### config.mk
export PLATFORM = sky130hd
export DESIGN_NAME = decap_bank_seq
export DESIGN_NICKNAME = d
export VERILOG_FILES = /design/src/rtl/decap_bank_seq_pkg.sv /design/src/rtl/decap_step_timer.sv /design/src/rtl/decap_bank_seq.sv
export SDC_FILE = /design/constraint.sdc
export NUM_CORES = 1
export LEC_CHECK = 0
export ABC_AREA = 1
export BUFFER_PORTS_ARGS = -buffer_cell sky130_fd_sc_hd__buf_2
export CORE_AREA = 8 8 69 71
export CTS_BUF_LIST = sky130_fd_sc_hd__clkbuf_8
export DETAILED_ROUTE_END_ITERATION = 8
export DIE_AREA = 0 0 77 79
export PLACE_DENSITY = 0.78
export SKIP_CTS_REPAIR_TIMING = 1
export SLEW_MARGIN = 15
export SYNTH_ARGS = -nofsm -noshare
export SYNTH_HDL_FRONTEND = slang
export SYNTH_SLANG_ARGS = --single-unit
### constraint.sdc
create_clock -name ck -period 1.7 [get_ports ck]
set_clock_uncertainty 0.15 [all_clocks]
set_input_delay 0.34 -clock ck [delete_from_list [all_inputs] [get_ports ck]]
set_output_delay 0.34 -clock ck [all_outputs]
set_load 0.01 [all_outputs]
### src/rtl/decap_bank_seq_pkg.sv
// decap_bank_seq_pkg: shared types and helpers for the decap bank sequencer.
// Optional feature macro used by the sequencer: DECAP_BANK_SEQ_ABORT_EN.
package decap_bank_seq_pkg;

  // Sequencer states
  typedef enum logic [1:0] {
    ST_OFF = 2'd0,
    ST_UP  = 2'd1,
    ST_ON  = 2'd2,
    ST_DN  = 2'd3
  } state_t;

  // Width needed to hold a segment count in the range 0..nseg
  function automatic int seg_cnt_w(input int nseg);
    return $clog2(nseg + 1);
  endfunction

  // Effective step interval: a programmed 0 behaves like 1
  function automatic logic [31:0] eff_step(input logic [31:0] x);
    if (x == 32'd0) begin
      return 32'd1;
    end else begin
      return x;
    end
  endfunction

endpackage

### src/rtl/decap_step_timer.sv
// decap_step_timer: down-counter that paces segment transitions.
// expire is high while enabled and the count sits at 1; load wins over counting.
module decap_step_timer
  import decap_bank_seq_pkg::*;
#(
  parameter int CNT_W = 8
) (
  input  logic             ck,
  input  logic             nrst,
  input  logic             load,
  input  logic             en,
  input  logic [CNT_W-1:0] load_val,
  output logic             expire
);

  logic [CNT_W-1:0] cnt_r;

  // Count register: reload on request, otherwise count down toward zero
  always_ff @(posedge ck or negedge nrst) begin
    if (!nrst) begin
      cnt_r <= {CNT_W{1'b0}};
    end else if (load) begin
      cnt_r <= load_val;
    end else if (en && (cnt_r != {CNT_W{1'b0}})) begin
      cnt_r <= cnt_r - CNT_W'(1);
    end else begin
      cnt_r <= cnt_r;
    end
  end

  assign expire = en && (cnt_r == CNT_W'(1));

endmodule

### src/rtl/decap_bank_seq.sv
// decap_bank_seq: ramps a bank of NSEG decap/power-switch segments on and off
// one segment per step interval. Optional macro DECAP_BANK_SEQ_ABORT_EN lets a
// ramp reverse direction when pwr_req changes mid-ramp.
module decap_bank_seq
  import decap_bank_seq_pkg::*;
#(
  parameter int NSEG  = 8,
  parameter int CNT_W = 8
) (
  input  logic                         ck,
  input  logic                         nrst,
  input  logic                         pwr_req,
  input  logic [CNT_W-1:0]             step_cycles,
  output logic [NSEG-1:0]              seg_en,
  output logic                         pwr_good,
  output logic                         busy,
  output logic [seg_cnt_w(NSEG)-1:0]   seg_cnt
);

  localparam int CW = seg_cnt_w(NSEG);

  state_t           state_r, state_n;
  logic [CNT_W-1:0] step_r, step_n;
  logic [NSEG-1:0]  seg_n;
  logic             good_n, busy_n;
  logic [CW-1:0]    cnt_n;
  logic             tmr_load_s, tmr_en_s, tmr_exp_s;
  logic [CNT_W-1:0] tmr_val_s, step_eff_s;
  logic             abort_up_s, abort_dn_s;

  assign step_eff_s = CNT_W'(eff_step(32'(step_cycles)));

`ifdef DECAP_BANK_SEQ_ABORT_EN
  assign abort_up_s = ~pwr_req;
  assign abort_dn_s = pwr_req;
`else
  assign abort_up_s = 1'b0;
  assign abort_dn_s = 1'b0;
`endif

  decap_step_timer #(.CNT_W(CNT_W)) u_timer (
    .ck       (ck),
    .nrst     (nrst),
    .load     (tmr_load_s),
    .en       (tmr_en_s),
    .load_val (tmr_val_s),
    .expire   (tmr_exp_s)
  );

  // Next-state logic: one segment transition per timer expiry
  always_comb begin
    state_n    = state_r;
    step_n     = step_r;
    seg_n      = seg_en;
    good_n     = pwr_good;
    cnt_n      = seg_cnt;
    tmr_load_s = 1'b0;
    tmr_en_s   = 1'b0;
    tmr_val_s  = step_r;
    case (state_r)
      ST_OFF: begin
        if (pwr_req) begin
          state_n    = ST_UP;
          step_n     = step_eff_s;
          tmr_load_s = 1'b1;
          tmr_val_s  = step_eff_s;
        end else begin
          state_n = ST_OFF;
        end
      end
      ST_UP: begin
        tmr_en_s = 1'b1;
        if (tmr_exp_s) begin
          tmr_load_s = 1'b1;
          if (seg_en[NSEG-1]) begin
            // settle interval after the last segment has elapsed
            if (abort_up_s) begin
              state_n = ST_DN;
            end else begin
              state_n = ST_ON;
              good_n  = 1'b1;
            end
          end else begin
            seg_n = {seg_en[NSEG-2:0], 1'b1};
            cnt_n = seg_cnt + CW'(1);
            if (abort_up_s) begin
              state_n = ST_DN;
            end else begin
              state_n = ST_UP;
            end
          end
        end else if (abort_up_s) begin
          tmr_load_s = 1'b1;
          if (seg_cnt == CW'(0)) begin
            state_n = ST_OFF;
          end else begin
            state_n = ST_DN;
          end
        end else begin
          state_n = ST_UP;
        end
      end
      ST_ON: begin
        if (!pwr_req) begin
          state_n    = ST_DN;
          good_n     = 1'b0;
          step_n     = step_eff_s;
          tmr_load_s = 1'b1;
          tmr_val_s  = step_eff_s;
        end else begin
          state_n = ST_ON;
        end
      end
      ST_DN: begin
        tmr_en_s = 1'b1;
        if (tmr_exp_s) begin
          tmr_load_s = 1'b1;
          seg_n      = {1'b0, seg_en[NSEG-1:1]};
          cnt_n      = seg_cnt - CW'(1);
          if (seg_cnt == CW'(1)) begin
            state_n = ST_OFF;
          end else if (abort_dn_s) begin
            state_n = ST_UP;
          end else begin
            state_n = ST_DN;
          end
        end else if (abort_dn_s) begin
          // a full bank reversing here just runs the up-ramp settle interval
          tmr_load_s = 1'b1;
          state_n    = ST_UP;
        end else begin
          state_n = ST_DN;
        end
      end
      default: begin
        state_n = ST_OFF;
        seg_n   = {NSEG{1'b0}};
        good_n  = 1'b0;
        cnt_n   = {CW{1'b0}};
      end
    endcase
    busy_n = (state_n == ST_UP) || (state_n == ST_DN);
  end

  // State and registered outputs; reset is an immediate hard-off
  always_ff @(posedge ck or negedge nrst) begin
    if (!nrst) begin
      state_r  <= ST_OFF;
      step_r   <= CNT_W'(1);
      seg_en   <= {NSEG{1'b0}};
      pwr_good <= 1'b0;
      busy     <= 1'b0;
      seg_cnt  <= {CW{1'b0}};
    end else begin
      state_r  <= state_n;
      step_r   <= step_n;
      seg_en   <= seg_n;
      pwr_good <= good_n;
      busy     <= busy_n;
      seg_cnt  <= cnt_n;
    end
  end

endmodule
==> reports/results.ini <==
[clock_network]
tritoncts = done
htree_levels = 2
cts.sink_count = 31
clockBufferDepth = 2
cts-root-buf = clkbuf_8
cts_buffers = 5
clk_pin_slew_ns = 0.07
clk_latency_ns = 0.29

[yosys]
synthFlopType = dfrtp_1
ys_top_cells_by_area = dfrtp_1 43%, nand2_1 15%, inv_1 5.6%, nand3_1 5.4%, nor2_1 3.6%
syn_area_per_cell_um2 = 7.88
yosys.area.top_type = dfrtp_1
yosys.area.top_type_share_pct = 42.9
synth_fp_nets = 238
synth-edff-count = 0
yosysWarnings = 0
synthCells = 222
synth_most_common_cell = nand2_1
ys_ff_latch = 31
ys_types = 30
async_reset_ff_share_pct = 100
yosys-top-cells-count = 68 x nand2_1, 30 x dfrtp_1, 26 x inv_1
ys_seq_area_share_pct = 44.4
syn_area_um2 = 1750

[setup_path]
cp-end-kind = register
r2r_cells = 8
r2r-end = seg_cnt[0]
crit_fanout = 6
worstSetupStartpointType = register
cp.arrival_ns = 1.75
criticalPathCategory = reg2reg
ff2ff_setup_slack_ns = 0.003
crit_required_ns = 1.76
r2r_start = u_timer.cnt_r[1]

[hold_path]
whs_path_depth = 3
min_from = step_cycles[5]
hp-class = in2reg
hold_end = step_r[5]

[power]
p_comb_share_pct = 2.5
power.density_nw_per_um2 = 650
swShare_pct = 21.8
p_sw_uw = 312
p_leak_nw = 1.16
internal_power_mw = 1.12
seqPwrFrac_pct = 51.6
ir_drop_v = 0.000464
pwr-share-clk_pct = 46.0

[route]
postRouteAntennaNets = 0
drtIter0Drc = 84
wl_per_cell_um = 12.5
via_count = 1595
drc = 0
wirelength_mm = 4.04
vias_per_cell = 4.95
drt_pre_antenna_iters = 4

[grt]
grt.overflow.total = 0
grt_pass1_wl_mm = 6.26
grt_pass1_vias = 1413
grt_max_degree = 32
grt_antenna_before_repair = 0
grt_usage_pct = 12.7

[finish]
syn_to_final_growth_pct = 25.7
fillers = 355
layout.nets = 287
antennaDiodeCount = 0
fin_util_pct = 57.9
layout-drive-gt1-share_pct = 27.6

[sta]
finalSetupViolCount = 0
timing.final.crit_share_pct = 99.8
slew_headroom_pct = 72.3
worst_pin_slew_ns = 0.414
hold_violations = 0
tns_ns = 0
finalMaxSlewViolations = 0
timing.hold.ws_ns = 0.152
finalCriticalPeriod_ns = 1.70
fmax_mhz = 589
rsz0062_at_grt = yes

[die]
fp.dieH_um = 79
start_util_pct = 46.1
ios = 25
fp-row-count = 23
die_area_um2 = 6080
fp.dieW_um = 77
core_um2 = 3800

[placement]
port-buffer-count = 24
dp_hpwl_mm = 2.82
gp_congestion = 0.877

[flow_run]
drv_cap = 0

[outcome]
outcome = complete, no violations

[worst max path at each step]
stage / start / end / slack, ns / cells after the start
final: u_timer.cnt_r[1] / seg_cnt[0] / 0.003 / 8
after global routing: u_timer.cnt_r[1] / seg_cnt[0] / -0.09 / 8
after CTS: u_timer.cnt_r[0] / u_timer.cnt_r[0] / -0.04 / 8
after detailed placement: u_timer.cnt_r[0] / u_timer.cnt_r[3] / 0.001 / 8
after global placement: u_timer.cnt_r[0] / u_timer.cnt_r[5] / 0.02 / 8
after floorplan: u_timer.cnt_r[0] / u_timer.cnt_r[1] / 0.16 / 8
[critical path: stages (launching register included)]
cell and delay (ns):
dfrtp_1 0.40, inv_2 0.07, ha_2 0.17, nand2_1 0.08, nor2_2 0.16, nand2_4 0.13
nor2_8 0.17, buf_4 0.13, xor2_1 0.16
[stage by stage]
stage / worst slack (ns) / instances / power [mW] / area [um^2]
detailed placement: 0.00138 / 304 / 0.786 / 1990
global route: -0.0869 / 322 / 1.48 / 2200
floorplan: 0.162 / 222 / 0.755 / 1750
finish: 0.00293 / 322 / 1.43 / 2200
global placement: 0.0202 / 304 / 0.786 / 1990
CTS: -0.0401 / 312 / 1.44 / 2090
[layer usage]
| layer | vias up | wire length, um | global-route usage, % |
|---|---|---|---|
| met5 | - | 0 | 0 |
| met4 | 0 | 93 | 6.23 |
| met3 | 8 | 191 | 3.50 |
| met2 | 35 | 2020 | 21.2 |
| met1 | 750 | 1730 | 14.7 |
| li1 | 802 | - | - |
[kinds of logic after synthesis]
logic type	after synthesis	synth area share (%)
AND/OR/NAND/NOR	119	31.5
flip-flops	31	44.4
XOR/XNOR	9	4.50
AO/OA/AOI/OAI	26	8.15
adder cells (fa/ha/maj)	5	3.57
buffers and inverters	32	7.93
[sequential cells by signal (all words and copies together), names as in the netlist]
| name | cells |
|---|---|
| u_timer.cnt_r | 8 |
| step_r | 8 |
| seg_en | 8 |
| state_r | 2 |
| seg_cnt | 4 |
| pwr_good | 1 |
[area by class of cell]
cell class / instances / area, um^2 / share of cell area (%)
clock buffer: 7 / 96.3 / 4.38
multi-input combinational: 160 / 871 / 39.6
clock inverter: 1 / 7.51 / 0.341
tap: 50 / 62.6 / 2.84
sequential: 31 / 778 / 35.4
timing repair buffer: 44 / 274 / 12.5
inverter: 29 / 111 / 5.06
[power groups by stage]
stage	clock network, mW	registers (mW)	logic [mW]
after global routing	0.701	0.737	0.0418
final	0.658	0.738	0.0355
after global placement	0	0.751	0.0346
after CTS	0.664	0.737	0.0349
after detailed placement	0	0.751	0.0350
after floorplan	0	0.752	0.00388
[layout by cell type, fill, tap and decap left out, drive strengths merged, types with 5 or more instances in the layout]
cell    instances
nand2          72
buf            43
dfrtp          30
inv            29
nor2           23
nand3          20
o21ai          18
clkbuf          7
xnor2           5
ha              5
No activity file was read; power rests on OpenSTA's default activity.
